`src/rtl/mult_accum.sv`:
```
// Frame accumulator: sums frame_len unsigned products per frame and holds the result on a valid/ready port.
// Optional build macro MULT_ACCUM_SAT_EN: clamp the sum at 2^ACC_W-1 on overflow (default wraps).
module mult_accum #(
    parameter int PROD_W = 36,
    parameter int ACC_W  = 48,
    parameter int LEN_W  = 8
) (
    input  logic              clk,
    input  logic              rst_n,
    input  logic              in_valid,
    input  logic [PROD_W-1:0] in_prod,
    output logic              in_ready,
    input  logic [LEN_W-1:0]  frame_len,
    output logic              out_valid,
    output logic [ACC_W-1:0]  out_sum,
    output logic              out_ovf,
    input  logic              out_ready,
    output logic              busy
);

    typedef enum logic [1:0] {IDLE, ACCUM, HOLD} state_t;

    state_t             state, state_nxt;
    logic [ACC_W-1:0]   acc;
    logic [LEN_W-1:0]   cnt;
    logic [LEN_W-1:0]   len;
    logic               ovf;

    logic               beat;
    logic [LEN_W-1:0]   first_len;
    logic               last_beat;
    logic [ACC_W:0]     add_sum;
    logic [ACC_W-1:0]   acc_nxt;
    logic               ovf_nxt;

`ifdef MULT_ACCUM_SAT_EN
    // Once the frame has overflowed the accumulator stays pinned at full scale.
    function automatic logic [ACC_W-1:0] sat_clamp(input logic [ACC_W:0] s, input logic sticky);
        return (s[ACC_W] || sticky) ? {ACC_W{1'b1}} : s[ACC_W-1:0];
    endfunction

    assign acc_nxt = sat_clamp(add_sum, ovf);
`else
    assign acc_nxt = add_sum[ACC_W-1:0];
`endif

    assign beat      = in_valid && in_ready;
    assign first_len = (frame_len == '0) ? LEN_W'(1) : frame_len;
    assign last_beat = ({1'b0, cnt} + (LEN_W+1)'(1)) == {1'b0, len};
    assign add_sum   = {1'b0, acc} + (ACC_W+1)'(in_prod);
    assign ovf_nxt   = ovf | add_sum[ACC_W];
    assign busy      = (state != IDLE);

    always_comb begin
        state_nxt = state;
        in_ready  = 1'b0;
        case (state)
            IDLE: begin
                in_ready = 1'b1;
                if (in_valid)
                    state_nxt = (first_len == LEN_W'(1)) ? HOLD : ACCUM;
            end
            ACCUM: begin
                in_ready = 1'b1;
                if (in_valid && last_beat)
                    state_nxt = HOLD;
            end
            HOLD: begin
                if (out_ready)
                    state_nxt = IDLE;
            end
            default: state_nxt = IDLE;
        endcase
    end

    always_ff @(posedge clk) begin
        if (!rst_n) begin
            state     <= IDLE;
            acc       <= '0;
            cnt       <= '0;
            len       <= '0;
            ovf       <= 1'b0;
            out_valid <= 1'b0;
            out_sum   <= '0;
            out_ovf   <= 1'b0;
        end else begin
            state <= state_nxt;
            case (state)
                IDLE: begin
                    if (beat) begin
                        acc <= ACC_W'(in_prod);
                        cnt <= LEN_W'(1);
                        len <= first_len;
                        ovf <= 1'b0;
                        if (first_len == LEN_W'(1)) begin
                            out_valid <= 1'b1;
                            out_sum   <= ACC_W'(in_prod);
                            out_ovf   <= 1'b0;
                        end
                    end
                end
                ACCUM: begin
                    if (beat) begin
                        acc <= acc_nxt;
                        cnt <= cnt + LEN_W'(1);
                        ovf <= ovf_nxt;
                        // Result register is loaded on the final beat so it is valid one cycle later.
                        if (last_beat) begin
                            out_valid <= 1'b1;
                            out_sum   <= acc_nxt;
                            out_ovf   <= ovf_nxt;
                        end
                    end
                end
                HOLD: begin
                    if (out_ready)
                        out_valid <= 1'b0;
                end
                default: ;
            endcase
        end
    end

endmodule

```
`config.mk`:
```
export PLATFORM = sky130hd
export DESIGN_NAME = mult_accum
export DESIGN_NICKNAME = d
export VERILOG_FILES = /design/src/rtl/mult_accum.sv
export SDC_FILE = /design/constraint.sdc
export NUM_CORES = 1
export LEC_CHECK = 0
export CAP_MARGIN = 30
export CORE_MARGIN = 3
export CORE_UTILIZATION = 55
export DETAILED_ROUTE_END_ITERATION = 16
export PLACE_DENSITY_LB_ADDON = 0.1
export SYNTH_ARGS = -nofsm -noshare
export SYNTH_HDL_FRONTEND = slang
export SYNTH_SLANG_ARGS = --single-unit
export TNS_END_PERCENT = 20
```
`constraint.sdc`:
```
create_clock -name clk -period 8.3 [get_ports clk]
set_input_delay 2.49 -clock clk [delete_from_list [all_inputs] [get_ports clk]]
set_output_delay 2.49 -clock clk [all_outputs]
set_load 0.01 [all_outputs]
```
# Word level (Yosys, flattened, before mapping)
# Index checks and enable logic that the tools add are counted.
# totals
rom_bits	0
mem_bits_rw	0
wordCells	68
latchBits	0
memories	0
regBits	117
# op_classes
n_mux	32
eq_ne	11
n_bitwise	1
n_div	0
reduce_logical	13
n_lt_le_gt_ge	0
multipliers	0
add_sub_neg	3
n_shift	0
# op_table
op	n
2-to-1 mux 48 bit	6
case mux 48 bit (2 select lines)	2
adder 48 x 36 -> 49 bit	1
2-to-1 mux 8 bit	3
case mux 8 bit (2 select lines)	1
inequality test 2 bit (second input constant)	7
2-to-1 mux 1 bit	12
adder 8 x 1 -> 9 bit (second input constant)	1
== test 9 x 8 -> 1 bit	1
adder 8 x 1 -> 8 bit (second input constant)	1
== test 8 x 1 -> 1 bit (second input constant)	1
zero test 8 bit	1
2-to-1 mux 2 bit	4
case mux 2 bit (3 select lines)	1
AND reduction 3 bit	2
AND reduction 6 bit	1
AND reduction 5 bit	1
case mux 1 bit (2 select lines)	2
nonzero test 2 bit	2
case mux 1 bit (3 select lines)	1
nonzero test 3 bit	1
== test 2 x 1 -> 1 bit (second input constant)	1
== test 2 bit (second input constant)	1
logical AND 1 bit	2
other kinds (4)	4

# Logic depth before layout (Yosys ltp)
# Gate-level depths: netlist (run 1).
# depth
depth_word	6
mapped_depth	12
depth_no_buf	12

# Worst setup path before layout (run 1)
# Ideal clock, no wire load.
# synth_path
path_type	input-to-reg
start	in in_prod[0]
end	reg acc[42]
slack_ns	3.305
path_buffers	0
setup_ns	0.062
t_arrival_ns	4.933
path_stages	12
cell_sequence	ha_1 -> inv_1 -> fa_1 -> and2b_1 -> o31a_2 -> o21ai_1 -> a211oi_4 -> o21ai_2 -> a2111oi_4 -> o211ai_1 -> or4_1 -> nand3_1
# synth_between
elab_chain_cells	3
# synth_rtl
element	line	rtl
start, declared	11	input logic [PROD_W-1:0] in_prod,
adder 48 x 36 -> 49 bit	50	assign add_sum = {1'b0, acc} + (ACC_W+1)'(in_prod);
2-to-1 mux 48 bit	103	if (beat) begin
case mux 48 bit (2 select lines)	88	case (state)
end signal, assigned	91	acc <= ACC_W'(in_prod);
end signal, assigned	104	acc <= acc_nxt;
end, declared	24	logic [ACC_W-1:0] acc;
# Every way passes these cells. The select of a mux whose other input is x is not followed.
# A chain may end at the register's enable or synchronous reset.

# Final worst setup path (run 1)
# layout_path
start	in in_prod[8]
end	reg acc[41]
# The elaborated chain is that of the path after synthesis.

==> results by group, run 1 <==
Final layout
  • Layout cell share with drive strength beyond 1: 0.0585
  • Fill cell instance count of the final layout: 1106
  • Final core area utilization: 0.682
  • Area of the multi-input gates: 4490 µm²
  • Net count, final: 1082
  • Post-synthesis to final-layout area growth: 20.2%
  • Footprint of the flip-flops and latches: 2340 µm²
  • Diode count: 0

Setup path
  • Data required time of the worst path: a little under 9 ns
  • Worst path bufs/invs: 1
  • Category of the worst setup path launch point: primary input
  • Reg-to-reg critical path startpoint: cnt[0]
  • Critical Path, Cell by Cell: clkdlybuf4s50_1 -> ha_1 -> a21oi_1 -> o21a_1 -> o221ai_1 -> a221oi_1 -> nand2_1 -> a31oi_1 -> nor3_1 -> nand3b_1 -> a31oi_1
  • Largest fanout of any net on the critical path: 11
  • Cell family with the largest share of critical-path delay: compound AO/OA/AOI/OAI gates
  • Cell count of the worst reg-to-reg path: 10
  • Reg-to-reg setup timing slack: 4.83 ns
  • Crit path depth: 11
  • Standard cell with the maximum stage delay on the critical path: a31oi_1
  • Worst path most repeated cell: a31oi_1
  • Critical path endpoint category: flop
  • Data arrival time of the critical path: about 5.9 ns
  • Type of the worst setup path: primary input to flop
  • Crit path largest cell delay: approximately 0.69 ns
  • Worst flop-to-flop path endpoint: out_sum[45]

Min path
  • Min-delay src: out_sum[47]
  • Worst hold path depth: 2
  • Sink of the worst hold path: out_sum[47]
  • Class of the most critical hold timing path: flop to flop

Timing
  • Final count of negative-setup-slack endpoints: 0
  • Maximum clock frequency: 182 MHz
  • Final-report hold violation count: 0
  • Transition time at the pin with the least slew margin: 0.932 ns
  • Portion of the clock cycle consumed by the worst path in the final layout: 0.662
  • Total negative slack for setup checks: 0 ns
  • Worst rel slew slack: 0.377
  • Max-slew violations: 0
  • Post-route minimum period: ~5.5 ns
  • Setup repair after global routing missed its margin: no
  • Clock skew after layout: 0.00661 ns

Clock tree
  • Register clock-pin slew on the reported worst setup and hold paths: 0.05 ns
  • Post-CTS Resized: 0
  • CTS buffer count: 17
  • Buffers inserted during post-CTS setup optimization: 0
  • Number of H-tree levels: 4
  • CTS hold repair buffers: 0
  • Clock Root Buffer: clkbuf_16
  • Clock tree from TritonCTS: done
  • Number of buffers on the longest clock path: 2
  • # clock sinks: 117
  • Latest clock arrival within the worst-skew pair: 0.43 ns

GRT
  • Maximum number of pins on one net before global-route repair: 61
  • Aggregate global-route resource usage: 0.268
  • First-pass GRT wire length: 31.7 mm
  • Number of antenna violations at the first check in global routing: 0
  • Overflow after GRT: 0
  • Via count of the first global-routing pass: 6669

Yosys
  • Average instance area after synthesis: between 7 and 8 µm²
  • Number of warnings printed during yosys synthesis: 0
  • Syn nets: 1019
  • Fraction of the yosys area taken by sequential cells: 0.323
  • Most common flop cell mapped by yosys: dfxtp_1
  • Fraction of registers with async set/reset: 0
  • Count of cell types in the netlist: between 70 and 80
  • Cell count after synthesis: 933
  • Number of flops mapped to enable cells by yosys: 0
  • Netlist area before placement: 7240 µm²
  • Number of flip-flops and latches in the synthesized netlist: 117

Drt
  • Total routed wirelength: about 19 mm
  • Routed vias: roughly 7000
  • Routed wirelength normalized by instance count: 16.1 µm
  • Number of remaining DRC errors: 0
  • Vias per cell: 5.91
  • Number of search-and-repair iterations in the first detailed-routing pass: 5
  • Number of DRC markers in iteration 0: 548
  • Antenna-violating nets left: 0

Floorplanning
  • Starting utilization of the core area: 0.567
  • Die Y: 121 µm
  • DIE WIDTH: 121 µm
  • Number of rows created at floorplan: slightly above 40
  • Floorplan die area: 14600 µm²
  • Floorplan core area: 12800 µm²
  • I/O pin count: 100

Pwr
  • Leakage component of the power: 0.00326 µW
  • Maximum resistive drop on vdd: 0.182 mV
  • Pwr per Cell Area: between 150 and 200 nW/µm²

Placed design
  • Number of buffer cells added on primary ports: 99
  • Detail Placement HPWL: 13.3 mm
  • Routability congestion estimate: 0.943

Status
  • Status: complete, no violations

Job
  • Maximum Capacitance Violations: 0
-- tightest hold or removal path, delay by kind of cell (launching register included) --
family	cells	cell delay, ns
AO/OA/AOI/OAI	1	0.05
AND/OR/NAND/NOR	1	0.04
flip-flops	1	0.32
-- state kept, by name, summed over array words and instances (netlist names) --
register and flops:
out_valid 1, state 2, acc 48, ovf 1, out_sum 48, out_ovf 1, len 8, cnt 8
-- Yosys cell counts (8+ instances only) --
master | n | area [µm²]
a21oi_1 | 99 | 495
nor2b_1 | 9 | 56.3
dfxtp_1 | 117 | 2340
o21ai_0 | 78 | 390
a31oi_1 | 27 | 169
mux2i_1 | 9 | 90.1
nor2_1 | 99 | 372
nand2_1 | 110 | 413
o21bai_1 | 8 | 60.1
nand4_1 | 20 | 125
clkbuf_1 | 34 | 128
or3_1 | 9 | 56.3
nand3_1 | 21 | 105
buf_2 | 9 | 45.0
inv_1 | 15 | 56.3
xor2_1 | 24 | 210
nor3_1 | 17 | 85.1
a211oi_1 | 36 | 270
xnor2_1 | 29 | 254
ha_1 | 37 | 463
a21o_1 | 14 | 105
-- cell usage in the layout (no fill, tap or decap), types with 6 or more instances in the layout --
| master | synthesis | final |
|---|---|---|
| a211oi_1 | 36 | 36 |
| a21o_1 | 14 | 14 |
| a21oi_1 | 99 | 99 |
| a22oi_1 | 6 | 6 |
| a31oi_1 | 27 | 27 |
| buf_4 | 2 | 7 |
| clkbuf_16 | 0 | 17 |
| clkdlybuf4s50_1 | 0 | 99 |
| dfxtp_1 | 117 | 117 |
| ha_1 | 37 | 37 |
| inv_1 | 15 | 15 |
| mux2i_1 | 9 | 9 |
| nand2_1 | 110 | 110 |
| nand3_1 | 21 | 21 |
| nand4_1 | 20 | 20 |
| nor2_1 | 99 | 99 |
| nor2b_1 | 9 | 7 |
| nor3_1 | 17 | 17 |
| o211ai_1 | 6 | 6 |
| o21a_1 | 6 | 6 |
| o21ai_0 | 78 | 78 |
| o21bai_1 | 8 | 8 |
| or3_1 | 9 | 9 |
| xnor2_1 | 29 | 29 |
| xor2_1 | 24 | 24 |
-- metal layers --
layer  wire length (µm)  global-route usage  vias to the layer above
met1               8470               0.338                     3230
met4                520               0.113                        0
met2               8980               0.439                      214
met3               1070              0.0645                       37
li1                   -                   -                     3488
met5                  0                   0                        -
-- power breakdown --
part / switching [µW] / total (µW) / internal [µW] / leakage (µW)
Sequential: 19.9 / 611 / 591 / 0.000954
Combinational: 250 / 415 / 165 / 0.00204
Clock: 260 / 690 / 430 / 0.000272
Total: 530 / 1720 / 1190 / 0.00326
-- layout make-up --
cell class / count / share of cell area
Sequential cell: 117 / 0.269
Multi-Input combinational cell: 738 / 0.516
Clock buffer: 22 / 0.0545
Clock inverter: 9 / 0.00905
Tap cell: 172 / 0.0247
Timing Repair Buffer: 106 / 0.120
Inverter: 16 / 0.00690
-- worst max path at each step --
stage	start	to	slack [ns]
floorplan	in_prod[0]	acc[42]	3.31
global placement	in_prod[0]	acc[42]	2.56
detailed placement	in_prod[23]	acc[43]	2.51
CTS	in_prod[0]	acc[44]	2.93
global route	in_prod[8]	acc[41]	2.61
finish	in_prod[8]	acc[41]	2.81
-- cell families after synthesis --
family | count (synthesis) | synth area share
buffers and inverters | 78 | 0.0575
multiplexers | 10 | 0.0140
AO/OA/AOI/OAI | 315 | 0.270
flip-flops | 117 | 0.323
adder cells (fa/ha/maj) | 38 | 0.0667
XOR/XNOR | 53 | 0.0641
AND/OR/NAND/NOR | 322 | 0.205
-- stage by stage --
stage          area (µm²)  hold WS [ns]  setup WS (ns)  power [µW]  cells
2_1_floorplan        7240         0.437           3.31         925    933
3_3_place_gp         8160         0.433           2.56        1030   1149
3_5_place_dp         8160         0.443           2.51        1030   1149
4_1_cts              8710         0.454           2.93        1720   1180
5_1_grt              8710         0.476           2.61        1790   1180
6_report             8710         0.450           2.81        1720   1180
(Power assumes the default switching activity.)
==> inputs of run 2 (changes only) <==
- clock period: 8.3 -> 5.6 ns (I/O delays scaled with it)
==> run 2 against run 1 <==
  * Clock skew barely moved
  * Global-route usage rose by 0.26 points
  * First-iteration DRC count fell by 14%
  * Setup slack got worse by 1.8 ns
  * Worst hold slack got worse by 0.0011 ns
  * Sequential cell count did not move
  * Critical path type unchanged
  * Highest routed layer unchanged
==> results by group, run 2 (synthesis results as in run 1) <==
Status
  • Status: complete, no violations

Timing
  • Setup repair after global routing missed its margin: no
  • Worst rel slew slack: 0.434 (+0.0566)
  • Maximum clock frequency: 217 MHz
  • Final-report hold violation count: 0 (unchanged)
  • Max-slew violations: 0 (unchanged)
  • Portion of the clock cycle consumed by the worst path in the final layout: 0.825
  • Post-route minimum period: roughly 4.6 ns
  • Final count of negative-setup-slack endpoints: 0 (unchanged)
  • Worst hold slack across all endpoints: 0.449 ns (-0.00111 ns)
  • Transition time at the pin with the least slew margin: 0.846 ns (-0.0858 ns)
  • Total negative slack for setup checks: 0 ns (unchanged)
  • Clock skew after layout: 0.00680 ns (+0.000188 ns)

Pwr
  • Pwr per Cell Area: 305 nW/µm² (+55%)
  • Total internal power: 1900 µW (+60%)
  • Switching Share: 0.293 (-0.0156)
  • Share of total power in sequential cells: 0.336 (-0.020)
  • Proportion of power drawn by combinational gates: 0.231 (-0.011)
  • Net switching power: 789 µW (+49%)
  • Share of power burned in the clock network: 0.433 (+0.031)
  • Maximum resistive drop on vdd: 0.310 mV (+71%)
  • Leakage component of the power: 0.00331 µW (+1.7%)
  • Sum of internal, switching and leakage power: 2690 µW (+57%)

Final layout
  • Post-synthesis to final-layout area growth: 21.6%
  • Net count, final: 1085 (+0.28%)
  • Final core area utilization: 0.689 (+0.00754)
  • Most common library cell in the layout ignoring fill and taps: dfxtp_1
  • Diode count: 0 (unchanged)
  • Largest regs: acc (48), out_sum (48)
  • Layout cell share with drive strength beyond 1: 0.0613 (+0.00273)
  • Most frequent cells in the layout: dfxtp_1 (117), nand2_1 (110), a21oi_1 (99), nor2_1 (99), clkdlybuf4s50_1 (99)

Clock tree
  • Latest clock arrival within the worst-skew pair: 0.42 ns (about the same)
  • Clock tree from TritonCTS: done
  • Clock Root Buffer: clkbuf_16
  • Number of H-tree levels: 4 (unchanged)
  • # clock sinks: 117 (unchanged)
  • CTS hold repair buffers: 0 (unchanged)
  • Post-CTS Resized: 0 (unchanged)
  • CTS buffer count: 17 (unchanged)
  • Number of buffers on the longest clock path: 2 (unchanged)
  • Buffers inserted during post-CTS setup optimization: 0 (unchanged)
  • Register clock-pin slew on the reported worst setup and hold paths: 0.05 ns (about the same)

Drt
  • Number of search-and-repair iterations in the first detailed-routing pass: 5 (unchanged)
  • Number of remaining DRC errors: 0 (unchanged)
  • Number of DRC markers in iteration 0: 474 (-14%)
  • Total routed wirelength: 19.4 mm (+1.7%)
  • Routed vias: 6952 (-0.24%)
  • Routed wirelength normalized by instance count: 16.4 µm (+1.4%)
  • Antenna-violating nets left: 0 (unchanged)
  • Vias per cell: 5.87 (-0.58%)

Placed design
  • Number of buffer cells added on primary ports: 99 (unchanged)
  • Detail Placement HPWL: 13.3 mm (-0.25%)
  • Routability congestion estimate: 0.971 (+3.0%)

GRT
  • Overflow after GRT: 0 (unchanged)
  • First-pass GRT wire length: 32.0 mm (+0.76%)
  • Aggregate global-route resource usage: 0.271 (+0.00256)
  • Maximum number of pins on one net before global-route repair: 57 (-6.6%)
  • Via count of the first global-routing pass: 6591 (-1.2%)
  • Number of antenna violations at the first check in global routing: 0 (unchanged)

Setup path
  • Crit path largest cell delay: 0.48 ns (-0.21 ns)
  • Critical path endpoint category: flop
  • Largest fanout of any net on the critical path: 5 (-6)
  • Worst path bufs/invs: 2 (+1)
  • Critical Path, Cell by Cell: clkdlybuf4s50_1 -> ha_1 -> inv_1 -> fa_1 -> and2b_1 -> o31a_2 -> o21ai_1 -> a211oi_4 -> o21ai_2 -> a2111oi_4 -> o211ai_1 -> or4_1 -> nand3_1
  • Category of the worst setup path launch point: primary input
  • Standard cell with the maximum stage delay on the critical path: clkdlybuf4s50_1
  • Data required time of the worst path: 5.96 ns (-2.69 ns)
  • Cell family with the largest share of critical-path delay: compound AO/OA/AOI/OAI gates
  • Data arrival time of the critical path: 4.98 ns (-0.87 ns)
  • Type of the worst setup path: primary input to flop

Floorplanning
  • Die Y: 121 µm (unchanged)
  • Number of rows created at floorplan: 41 (unchanged)
  • Starting utilization of the core area: 0.567 (unchanged)
  • Floorplan core area: 12800 µm² (unchanged)
  • DIE WIDTH: 121 µm (unchanged)
  • I/O pin count: 100 (unchanged)
  • Floorplan die area: 14600 µm² (unchanged)

Job
  • Maximum Capacitance Violations: 0 (unchanged)

Min path
  • Class of the most critical hold timing path: flop to flop
-- run 2: changes by cell type in the layout (fill, tap and decap cells not counted) --
cell	before	now
buf_4	7	10
bufinv_16	1	4
clkinvlp_4	2	0
clkbuf_1	2	3
clkinv_2	5	4
-- run 2: path summary, 6_finish.rpt --
check | from | endpoint | slack, ns | cells past startpoint
worst max-delay path | in_prod[0] | acc[44] | 0.98 | 13
worst min-delay path | out_sum[45] | out_sum[45] | 0.45 | 2
worst max register to register | cnt[0] | out_sum[11] | 2.33 | 11
worst min register to register | out_sum[45] | out_sum[45] | 0.45 | 2
-- run 2: power groups by stage --
| stage | Clock, µW | Combinational [µW] | Sequential (µW) |
|---|---|---|---|
| after floorplan | 0 | 457 | 914 |
| after global routing | 1210 | 688 | 909 |
| after detailed placement | 0 | 605 | 921 |
| after global placement | 0 | 604 | 920 |
| after CTS | 1170 | 614 | 904 |
| final | 1160 | 621 | 904 |
-- run 2: cell type report --
| cell class | count | area, µm² |
|---|---|---|
| multi-input cells | 738 | 4490 |
| fillers | 1108 | 3970 |
| flip-flops and latches | 117 | 2340 |
| repair buffers | 109 | 1070 |
| clock buffers | 23 | 478 |
| well taps | 172 | 215 |
| clock inverters | 9 | 149 |
| inverters | 16 | 60.1 |
-- run 2: worst reg2reg max path, cell delays in order (launching register included) --
cell      delay [ns]
dfxtp_1         0.48
ha_1            0.30
nand3_2         0.17
nor2_1          0.20
xnor2_1         0.10
nor4_2          0.16
nand4_1         0.28
mux2_2          0.38
nor2_4          0.47
buf_4           0.35
nor2_1          0.07
a211oi_1        0.22
-- run 2: routing by layer --
metal | global-route usage | share of wire | vias to the layer above
li1 | - | - | 3494
met1 | 0.342 | 0.45 | 3208
met2 | 0.449 | 0.47 | 209
met3 | 0.0674 | 0.055 | 41
met4 | 0.0984 | 0.023 | 0
met5 | 0 | 0 | -
-- run 2: per-stage QoR --
step | std cells | area (µm²) | setup slack, ns
after global routing | 1184 | 8800 | 0.791
after global placement | 1152 | 8180 | 0.643
after detailed placement | 1152 | 8180 | 0.589
after floorplan | 933 | 7240 | 1.42
after CTS | 1184 | 8800 | 0.999
final | 1184 | 8800 | 0.982
